--- config.mk ---
export PLATFORM = sky130hd
export DESIGN_NAME = rr_arbiter_n
export DESIGN_NICKNAME = d
export VERILOG_FILES = /design/src/rtl/rr_arb_pkg.sv /design/src/rtl/rr_priority_pick.sv /design/src/rtl/rr_arbiter_n.sv
export SDC_FILE = /design/constraint.sdc
export NUM_CORES = 1
export LEC_CHECK = 0
export CAP_MARGIN = 25
export CORE_MARGIN = 1.5
export CORE_UTILIZATION = 47
export CTS_CLUSTER_SIZE = 8
export DETAILED_ROUTE_END_ITERATION = 10
export MAX_ROUTING_LAYER = met4
export PLACE_DENSITY = 0.77
export RECOVER_POWER = 50
export SLEW_MARGIN = 40
export SYNTH_ARGS = -nofsm -noshare
export SYNTH_HDL_FRONTEND = slang
export SYNTH_HIERARCHICAL = 1
export SYNTH_SLANG_ARGS = --single-unit
export TNS_END_PERCENT = 10
--- constraint.sdc ---
create_clock -name clk -period 3.25 [get_ports clk]
set_input_delay 0.325 -clock clk [delete_from_list [all_inputs] [get_ports clk]]
set_output_delay 0.325 -clock clk [all_outputs]
set_load 0.02 [all_outputs]
--- src/rtl/rr_arb_pkg.sv ---
// Shared encodings for the round-robin / fixed-priority FIFO arbiter.
package rr_arb_pkg;

    typedef enum logic [1:0] {
        IDLE = 2'd0,
        ARB  = 2'd1,
        HOLD = 2'd2
    } state_e;

    localparam logic MODE_RR   = 1'b0;
    localparam logic MODE_PRIO = 1'b1;

endpackage

--- src/rtl/rr_priority_pick.sv ---
// Circular find-first over the eligible set; fixed-priority mode always searches from channel 0.
module rr_priority_pick
    import rr_arb_pkg::*;
#(
    parameter int NUM_CH = 4,
    parameter int SEL_W  = $clog2(NUM_CH)
) (
    input  logic [NUM_CH-1:0] eligible,
    input  logic [SEL_W-1:0]  start,
    input  logic              mode,
    output logic [SEL_W-1:0]  winner,
    output logic              any_valid
);

    int base;
    int idx;

    always_comb begin
        winner    = '0;
        any_valid = 1'b0;
        idx       = 0;
        base      = (mode == MODE_PRIO) ? 0 : int'(start);
        for (int k = 0; k < NUM_CH; k++) begin
            idx = base + k;
            if (idx >= NUM_CH) begin
                idx = idx - NUM_CH;
            end
            if (!any_valid && eligible[idx]) begin
                winner    = SEL_W'(idx);
                any_valid = 1'b1;
            end
        end
    end

endmodule

--- src/rtl/rr_arbiter_n.sv ---
// FIFO read arbiter: registered one-hot pop, then a one-cycle-delayed mux select and valid.
module rr_arbiter_n
    import rr_arb_pkg::*;
#(
    parameter int NUM_CH = 4,
    parameter int SEL_W  = $clog2(NUM_CH)
) (
    input  logic              clk,
    input  logic              reset,
    input  logic [NUM_CH-1:0] request,
    input  logic [NUM_CH-1:0] chan_en,
    input  logic              mode,
    input  logic              pause,
    output logic [NUM_CH-1:0] pop,
    output logic [SEL_W-1:0]  port_sel,
    output logic              valid_out,
    output logic              idle
);

    state_e              state_q, state_d;
    logic [NUM_CH-1:0]   pop_q, pop_d;
    logic [SEL_W-1:0]    last_q, last_d;
    logic [SEL_W-1:0]    sel_p0_q, sel_p0_d;
    logic [SEL_W-1:0]    port_sel_q;
    logic                valid_q;
    logic                idle_q, idle_d;

    logic [NUM_CH-1:0]   eligible;
    logic [SEL_W-1:0]    start_idx;
    logic [SEL_W-1:0]    winner;
    logic                any_valid;

    // Masking the channel popped this cycle keeps a one-entry FIFO from being read twice.
    assign eligible  = request & chan_en & ~pop_q;
    assign start_idx = (last_q == SEL_W'(NUM_CH - 1)) ? '0 : last_q + 1'b1;

    rr_priority_pick #(
        .NUM_CH (NUM_CH),
        .SEL_W  (SEL_W)
    ) u_pick (
        .eligible  (eligible),
        .start     (start_idx),
        .mode      (mode),
        .winner    (winner),
        .any_valid (any_valid)
    );

    always_comb begin
        state_d  = state_q;
        pop_d    = '0;
        last_d   = last_q;
        sel_p0_d = sel_p0_q;
        if (pause) begin
            state_d = HOLD;
        end else if (!any_valid) begin
            state_d = IDLE;
        end else begin
            state_d = ARB;
        end
        if (state_d == ARB) begin
            pop_d[winner] = 1'b1;
            last_d        = winner;
            sel_p0_d      = winner;
        end
        idle_d = (state_d == IDLE);
    end

    always_ff @(posedge clk) begin
        if (reset) begin
            state_q    <= IDLE;
            pop_q      <= '0;
            last_q     <= SEL_W'(NUM_CH - 1);
            sel_p0_q   <= '0;
            port_sel_q <= '0;
            valid_q    <= 1'b0;
            idle_q     <= 1'b1;
        end else begin
            state_q    <= state_d;
            pop_q      <= pop_d;
            last_q     <= last_d;
            sel_p0_q   <= sel_p0_d;
            // Select stage: the FIFO data for a pop arrives one cycle later.
            port_sel_q <= sel_p0_q;
            valid_q    <= |pop_q;
            idle_q     <= idle_d;
        end
    end

    assign pop       = pop_q;
    assign port_sel  = port_sel_q;
    assign valid_out = valid_q;
    assign idle      = idle_q;

endmodule

==> Flow_metrics.wiki, run 1 <==
{| class="wikitable"
! Metric !! Value
|-
| Drt first-iter violations || 32
|-
| Number of cells produced by synthesis || 96
|-
| Total global routing overflow || 0
|-
| Post-synthesis instance area || 779 µm²
|-
| Largest net degree at the start of global routing || 16
|-
| Maximum clock frequency || about 370 MHz
|-
| Instance count along the most critical hold path || 1
|-
| Clk buf depth || 2
|-
| Wire length of the first global-routing pass || between 2 and 3 mm
|-
| Post-detail-place hpwl || ~1.3 mm
|-
| Post-synthesis cell type count || 40
|-
| Pre-Repair DR Iteration Count || 4
|-
| Outcome || finished clean
|-
| CTS-repair resized insts || 0
|-
| # DRC || 0
|-
| Number of antenna violations at the first check in global routing || 0
|-
| Number of warning messages in the yosys log || 6
|-
| Core area || 1520 µm²
|-
| Clk pin slew, worst setup/hold paths || approximately 0.060 ns
|-
| Number of levels the H-tree was split into || 1
|-
| Count of final hold-check violations || 0
|-
| Register-to-register setup slack || between 0.5 and 0.6 ns
|-
| Final critical-path share of the clock period || 0.832
|-
| Final GP Congestion || ~0.85
|-
| Cell area power density || around 500 nW/µm²
|-
| Sink Count || 12
|-
| Final wirelength || approximately 1.7 mm
|-
| Cell-internal power || 321 µW
|-
| Number of maximum-capacitance violations || 0
|-
| Input/output buffers || 19
|-
| Pleak || between 0.0003 and 0.0004 µW
|-
| Remaining number of nets flagged by the antenna check after routing || 0
|-
| Clock latency at the later pin of the worst-skew pair || around 0.27 ns
|-
| Cell chosen for the clock root || sky130_fd_sc_hd__clkbuf_4
|-
| Vias || about 740
|-
| Switching Share || 0.360
|-
| Setup repair after global routing missed its margin || no
|-
| Average cell area after synthesis || approximately 8.1 µm²
|-
| Slew of the pin with the lowest slew margin || 0.643 ns
|-
| Most frequent cells in the layout || 15 x sky130_fd_sc_hd__nor2_1, 12 x sky130_fd_sc_hd__dfxtp_1, 11 x sky130_fd_sc_hd__clkdlybuf4s50_1, 8 x sky130_fd_sc_hd__nand2_1, 8 x sky130_fd_sc_hd__dlygate4sd3_1
|-
| Number of setup buffers added after CTS || 0
|-
| Endpoint of the worst-slack reg-to-reg timing path || sel_p0_q[0]
|-
| Count of pins over their slew limit || 0
|-
| Number of failing setup endpoints in the final timing report || 0
|-
| Tot GR Track Use || 0.208
|-
| Origin of the critical flop-to-flop path || last_q[0]
|-
| Portion of the post-synthesis area used by sequential elements || 0.308
|-
| Die ar. || about 1900 µm²
|-
| Hold EP || port_sel[0]
|-
| Power share of the sequential group || 0.359
|-
| CTS buffer count || 3
|-
| Type of the worst setup path || flip-flop to flip-flop
|-
| Slew Limit Headroom || 0.570
|-
| DP Area || approximately 950 µm²
|-
| Floorplan die width || between 40 and 50 µm
|-
| Hold slack || between 0.4 and 0.5 ns
|-
| Final TNS setup || 0 ns
|-
| NumNets Final || between 100 and 150
|-
| Worst-path maximum fanout || 14
|-
| Crit. End Element || flip-flop
|-
| Startpoint of the most critical hold path || sel_p0_q[0]
|-
| Number of primary I/O pins || 20
|-
| Routed wire length per instance || approximately 13 µm
|-
| Summed area of non-filler cells in the final layout || 972 µm²
|-
| Hold Path Class || flip-flop to flip-flop
|-
| Number of global-route vias before repair || 631
|-
| Worst IR drop on VDD || between 0.3 and 0.4 mV
|-
| Arrival time worst endpoint || approximately 2.9 ns
|-
| Critical path startpoint category || flip-flop
|-
| Hold bufs inserted after CTS || 0
|-
| Overall Power || ~500 µW
|-
| Number of diodes || 0
|-
| Switching component of the power || 180 µW
|-
| Synthesis-to-layout area growth || 24.7%
|-
| Gate power share || 0.470
|-
| Starting utilization of the core area || 0.511
|-
| Depth of the worst register-to-register path || 8
|-
| Post-synthesis sequential element count || 12
|-
| Data required time of the critical path || approximately 3.4 ns
|-
| Number of vias per cell after detailed routing || ~5.7
|-
| Synth Net Count || about 110
|-
| Number of placement rows || 14
|-
| Post-layout min period || between 2 and 3 ns
|-
| Layout cells sized above 1 || 0.0796
|-
| Relative contribution of the clock network to total power || 0.171
|-
| TritonCTS clock tree || done
|-
| Worst clock skew || 0.00190 ns
|-
| Most common library cell in the layout ignoring fill and taps || sky130_fd_sc_hd__nor2_1
|-
| Die Y || roughly 44 µm
|}
## how the worst max path moves through the flow
stage | start | to | slack, ns | cells after the start
after CTS | last_q[0] | sel_p0_q[0] | 0.57 | 8
after global routing | last_q[0] | sel_p0_q[0] | 0.26 | 8
after global placement | request[2] | sel_p0_q[0] | 0.58 | 9
final | last_q[0] | sel_p0_q[0] | 0.54 | 8
after detailed placement | request[0] | sel_p0_q[0] | 0.51 | 9
after floorplan | last_q[0] | sel_p0_q[0] | 1.00 | 9
## per-stage QoR
step,cells,util,setup slack [ns]
detailed placement,126,0.623,0.508
finish,129,0.638,0.545
global placement,126,0.623,0.576
global route,129,0.638,0.261
CTS,129,0.638,0.574
floorplan,96,-,1.00
## routing by layer
metal	routed length, µm	part of all wire	up-vias	track usage
met5	0	0	-	-
li1	-	-	372	-
met1	777	0.46	331	0.269
met2	732	0.43	32	0.291
met4	48	0.028	0	0.0909
met3	137	0.081	6	0.0750
## critical path, stage by stage, from the launching register on
cell                       delay [ns]
sky130_fd_sc_hd__dfxtp_1         0.32
sky130_fd_sc_hd__ha_1            0.19
sky130_fd_sc_hd__nor2_1          0.49
sky130_fd_sc_hd__nor3b_2         0.32
sky130_fd_sc_hd__nand4b_1        0.15
sky130_fd_sc_hd__a311o_1         0.45
sky130_fd_sc_hd__and4b_1         0.26
sky130_fd_sc_hd__nor2b_1         0.14
sky130_fd_sc_hd__mux2_4          0.27
## Yosys cell counts
cell | n | area, µm²
sky130_fd_sc_hd__ha_1 | 1 | 12.5
sky130_fd_sc_hd__or2b_1 | 1 | 7.51
sky130_fd_sc_hd__a21bo_1 | 1 | 10.0
sky130_fd_sc_hd__nor4b_2 | 1 | 15.0
sky130_fd_sc_hd__o22ai_1 | 1 | 6.26
sky130_fd_sc_hd__o221ai_1 | 1 | 8.76
sky130_fd_sc_hd__o311ai_1 | 1 | 8.76
sky130_fd_sc_hd__nand3b_1 | 1 | 7.51
sky130_fd_sc_hd__or3b_1 | 3 | 26.3
sky130_fd_sc_hd__and2_1 | 4 | 25.0
sky130_fd_sc_hd__nor3b_1 | 1 | 7.51
sky130_fd_sc_hd__nand2b_1 | 3 | 18.8
sky130_fd_sc_hd__and4b_1 | 1 | 10.0
sky130_fd_sc_hd__o21ai_1 | 1 | 5.00
sky130_fd_sc_hd__nand4bb_1 | 1 | 11.3
sky130_fd_sc_hd__dfxtp_1 | 12 | 240
sky130_fd_sc_hd__buf_6 | 2 | 22.5
sky130_fd_sc_hd__mux2i_1 | 1 | 10.0
sky130_fd_sc_hd__nand2b_2 | 1 | 8.76
sky130_fd_sc_hd__nor3_1 | 1 | 5.00
sky130_fd_sc_hd__inv_1 | 2 | 7.51
sky130_fd_sc_hd__nor2b_1 | 6 | 37.5
sky130_fd_sc_hd__o21ai_0 | 4 | 20.0
sky130_fd_sc_hd__mux2_4 | 1 | 15.0
sky130_fd_sc_hd__buf_2 | 2 | 10.0
sky130_fd_sc_hd__a311o_1 | 1 | 10.0
sky130_fd_sc_hd__and2b_4 | 1 | 10.0
sky130_fd_sc_hd__nand4b_1 | 1 | 8.76
sky130_fd_sc_hd__nor3b_2 | 1 | 12.5
sky130_fd_sc_hd__nand2_1 | 8 | 30.0
sky130_fd_sc_hd__or4_1 | 1 | 7.51
sky130_fd_sc_hd__o21bai_1 | 1 | 7.51
sky130_fd_sc_hd__a21oi_1 | 6 | 30.0
sky130_fd_sc_hd__o21a_1 | 1 | 7.51
sky130_fd_sc_hd__buf_4 | 1 | 7.51
sky130_fd_sc_hd__nand3_1 | 2 | 10.0
sky130_fd_sc_hd__nor2_1 | 15 | 56.3
sky130_fd_sc_hd__nor4_1 | 1 | 6.26
sky130_fd_sc_hd__o31a_2 | 1 | 10.0
sky130_fd_sc_hd__o2bb2ai_1 | 1 | 8.76
## kinds of logic (layout without fill, tap and decap cells)
group                    after synthesis  in the layout  share of synthesized area
AND/OR/NAND/NOR                       54             54                      0.413
AO/OA/AOI/OAI                         20             20                      0.170
adder cells (fa/ha/maj)                1              1                     0.0160
multiplexers                           2              2                     0.0321
buffers and inverters                  7             24                     0.0610
flip-flops                            12             12                      0.308
## cell type report
| class | count | area [µm²] |
|---|---|---|
| inverter | 2 | 7.51 |
| multi-input combinational | 77 | 492 |
| fill | 133 | 552 |
| sequential | 12 | 240 |
| timing repair buffer | 19 | 190 |
| tap | 16 | 20.0 |
| clock buffer | 3 | 22.5 |
## flip-flops by register name, summed over array words and instances (netlist names)
| register | cells |
|---|---|
| valid_out | 1 |
| idle | 1 |
| last_q | 2 |
| pop | 4 |
| sel_p0_q | 2 |
| port_sel | 2 |
## power by group through the flow
stage                     Combinational (µW)  Clock (µW)  Sequential (µW)
after global placement                   233           0              183
final                                    236        85.6              180
after floorplan                          163           0              197
after global routing                     261        97.6              183
after detailed placement                 238           0              184
after CTS                                239        90.5              181
No activity file was read; power rests on OpenSTA's default activity.
==> run 2: changes to the inputs <==
--- a/config.mk
+++ b/config.mk
@@ -7,11 +7,11 @@
 export LEC_CHECK = 0
 export CAP_MARGIN = 25
 export CORE_MARGIN = 1.5
-export CORE_UTILIZATION = 47
+export CORE_UTILIZATION = 42
 export CTS_CLUSTER_SIZE = 8
 export DETAILED_ROUTE_END_ITERATION = 10
 export MAX_ROUTING_LAYER = met4
-export PLACE_DENSITY = 0.77
+export PLACE_DENSITY = 0.73
 export RECOVER_POWER = 50
 export SLEW_MARGIN = 40
 export SYNTH_ARGS = -nofsm -noshare
==> constraint.sdc (replaced) <==
create_clock -name clk -period 2.25 [get_ports clk]
set_input_delay 0.225 -clock clk [delete_from_list [all_inputs] [get_ports clk]]
set_output_delay 0.225 -clock clk [all_outputs]
set_load 0.02 [all_outputs]
==> run 2 against run 1 <==
Against the previous run:
- final area grew 21%
- first-iteration DRC count shrank 44%
- worst hold slack lost 0.0022 ns
- non-clock buffer count grew 20
- wire length grew 18%
- critical path depth is the same
- combinational power grew 100%
- sequential power grew 46%
- utilization grew 4.3 points
- largest cell class unchanged
- largest power group unchanged
==> Flow_metrics.wiki, run 2 (synthesized netlist as in run 1, its figures left out) <==
{| class="wikitable"
! Metric !! Value
|-
| Wire length of the first global-routing pass || 3.17 mm (+13%)
|-
| Arrival time worst endpoint || 2.34 ns (-0.52 ns)
|-
| Floorplan die width || 46.1 µm (+5.4%)
|-
| Outcome || finished clean
|-
| Worst slack, placed || -0.160 ns (-0.668 ns)
|-
| Largest net degree at the start of global routing || 11 (-5)
|-
| Count of final hold-check violations || 0 (unchanged)
|-
| Post-layout min period || 2.18 ns (-0.528 ns)
|-
| WL met3 || 152 µm (+11%)
|-
| Post-detail-place hpwl || 1.56 mm (+21%)
|-
| CTS buffer count || 3 (unchanged)
|-
| Number of levels the H-tree was split into || 1 (unchanged)
|-
| Cell Count Post-Placement || 155 (+23%)
|-
| Final setup margin || 0.0727 ns (-0.472 ns)
|-
| Tot GR Track Use || 0.220 (+0.0112)
|-
| Worst clock skew || 0.00692 ns (+0.00502 ns)
|-
| Hold Path Class || flip-flop to flip-flop
|-
| Final TNS setup || 0 ns (unchanged)
|-
| Number of antenna violations at the first check in global routing || 0 (unchanged)
|-
| Clock latency at the later pin of the worst-skew pair || 0.27 ns (about the same)
|-
| Number of global-route vias before repair || 763 (+21%)
|-
| Die Y || 46.1 µm (+5.4%)
|-
| Final GP Congestion || 0.895 (+4.7%)
|-
| Most common library cell in the layout ignoring fill and taps || sky130_fd_sc_hd__buf_4
|-
| Summed area of non-filler cells in the final layout || 1180 µm² (+21%)
|-
| Number of failing setup endpoints in the final timing report || 0 (unchanged)
|-
| # DRC || 0 (unchanged)
|-
| Final std cells w/o fill || 159 (+23%)
|-
| Number of setup buffers added after CTS || 0 (unchanged)
|-
| Crit. End Element || flip-flop
|-
| Highest signal layer in the routed design || met4
|-
| Pleak || 0.000496 µW (+29%)
|-
| Die ar. || 2120 µm² (+11%)
|-
| Type of the worst setup path || flip-flop to flip-flop
|-
| Clk buf depth || 2 (unchanged)
|-
| Data required time of the critical path || 2.41 ns (-1.00 ns)
|-
| Number of flip-flops under the largest register name || 4 (unchanged)
|-
| Core area || 1730 µm² (+13%)
|-
| Most frequent cells in the layout || 20 x sky130_fd_sc_hd__buf_4, 14 x sky130_fd_sc_hd__nor2_1, 12 x sky130_fd_sc_hd__dfxtp_1, 11 x sky130_fd_sc_hd__clkdlybuf4s50_1
|-
| Cell chosen for the clock root || sky130_fd_sc_hd__clkbuf_4
|-
| Number of maximum-capacitance violations || 0 (unchanged)
|-
| Pre-Repair DR Iteration Count || 4 (unchanged)
|-
| Final wirelength || 2.01 mm (+18%)
|-
| Drt first-iter violations || 18 (-44%)
|-
| Input/output buffers || 19 (unchanged)
|-
| Layout cells sized above 1 || 0.254 (+0.174)
|-
| Worst-path maximum fanout || 9 (-5)
|-
| Synthesis-to-layout area growth || 50.9%
|-
| Maximum clock frequency || 459 MHz (+24%)
|-
| Number of diodes || 0 (unchanged)
|-
| Detailed-routing wirelength on met1 || 903 µm (+16%)
|-
| Cell area power density || 766 nW/µm² (+49%)
|-
| DP Area || 1110 µm² (+17%)
|-
| Number of placement rows || 15 (+1)
|-
| Number of vias per cell after detailed routing || 5.19 (-9.6%)
|-
| Clk pin slew, worst setup/hold paths || 0.08 ns (+0.02 ns)
|-
| Sink Count || 12 (unchanged)
|-
| Routed length on met2 || 914 µm (+25%)
|-
| Slew of the pin with the lowest slew margin || 0.366 ns (-0.277 ns)
|-
| Count of pins over their slew limit || 0 (unchanged)
|-
| TritonCTS clock tree || done
|-
| Critical path startpoint category || flip-flop
|-
| Number of primary I/O pins || 20 (unchanged)
|-
| Vias || 826 (+11%)
|-
| Routed wire length per instance || 12.6 µm (-4.0%)
|-
| NumNets Final || 148 (+16%)
|-
| Hold bufs inserted after CTS || 0 (unchanged)
|-
| Total global routing overflow || 0 (unchanged)
|-
| Worst IR drop on VDD || 0.555 mV (+64%)
|-
| Remaining number of nets flagged by the antenna check after routing || 0 (unchanged)
|-
| Slew Limit Headroom || 0.755 (+0.185)
|-
| Starting utilization of the core area || 0.451 (-0.0600)
|-
| Final critical-path share of the clock period || 0.968 (+0.135)
|}
## run 2: worst paths after layout
| path | from | to | slack, ns | cells after the start |
|---|---|---|---|---|
| max | last_q[0] | sel_p0_q[0] | 0.07 | 8 |
| min | sel_p0_q[0] | port_sel[0] | 0.48 | 1 |
| max reg2reg | last_q[0] | sel_p0_q[0] | 0.07 | 8 |
| min reg2reg | sel_p0_q[0] | port_sel[0] | 0.48 | 1 |
## run 2: repair_timing
action	4_1_cts	5_1_grt
resized for setup	3	3
hold endpoints to repair	0	0
endpoints found under the setup margin	8	6
pin swaps	1	0
## run 2: final cells by class
type                    count  area (µm²)
well taps                  25        31.3
clock buffers               4        36.3
flip-flops and latches     12         240
repair buffers             39         340
fillers                   150         551
multi-input cells          77         520
inverters                   2        7.51
## run 2: power breakdown
part / internal (µW) / switching (µW) / total [µW]
clock network: 98.3 / 67.9 / 166
logic: 251 / 222 / 473
registers: 245 / 17.1 / 262
## run 2: through the flow
stage	utilization	hold WS [ns]	total power [µW]
2_1_floorplan	-	0.330	519
3_5_place_dp	0.643	0.467	704
6_report	0.681	0.480	901
3_3_place_gp	0.643	0.460	691
4_1_cts	0.670	0.481	889
5_1_grt	0.681	0.487	960
## run 2: metal layers
| layer | track usage | vias up |
|---|---|---|
| met5 | - | - |
| met4 | 0.0800 | 0 |
| met3 | 0.0863 | 4 |
| met2 | 0.333 | 32 |
| met1 | 0.261 | 373 |
| li1 | - | 417 |
## run 2: critical path, stage by stage, from the launching register on
cell and delay [ns]:
sky130_fd_sc_hd__dfxtp_1 0.34, sky130_fd_sc_hd__buf_4 0.15, sky130_fd_sc_hd__nor2_4 0.18, sky130_fd_sc_hd__or3b_1 0.15, sky130_fd_sc_hd__o311ai_1 0.11, sky130_fd_sc_hd__or4_1 0.53, sky130_fd_sc_hd__and4b_1 0.21, sky130_fd_sc_hd__nor2b_1 0.13
sky130_fd_sc_hd__mux2_4 0.27
==> run 3: changes to the inputs <==
--- a/config.mk
+++ b/config.mk
@@ -10,6 +10,7 @@
 export CORE_UTILIZATION = 42
 export CTS_CLUSTER_SIZE = 8
 export DETAILED_ROUTE_END_ITERATION = 10
+export HOLD_SLACK_MARGIN = 0.02
 export MAX_ROUTING_LAYER = met4
 export PLACE_DENSITY = 0.73
 export RECOVER_POWER = 50
==> results of run 3 <==
Same layout as run 2: the final DEF is identical, and so are final timing and power.
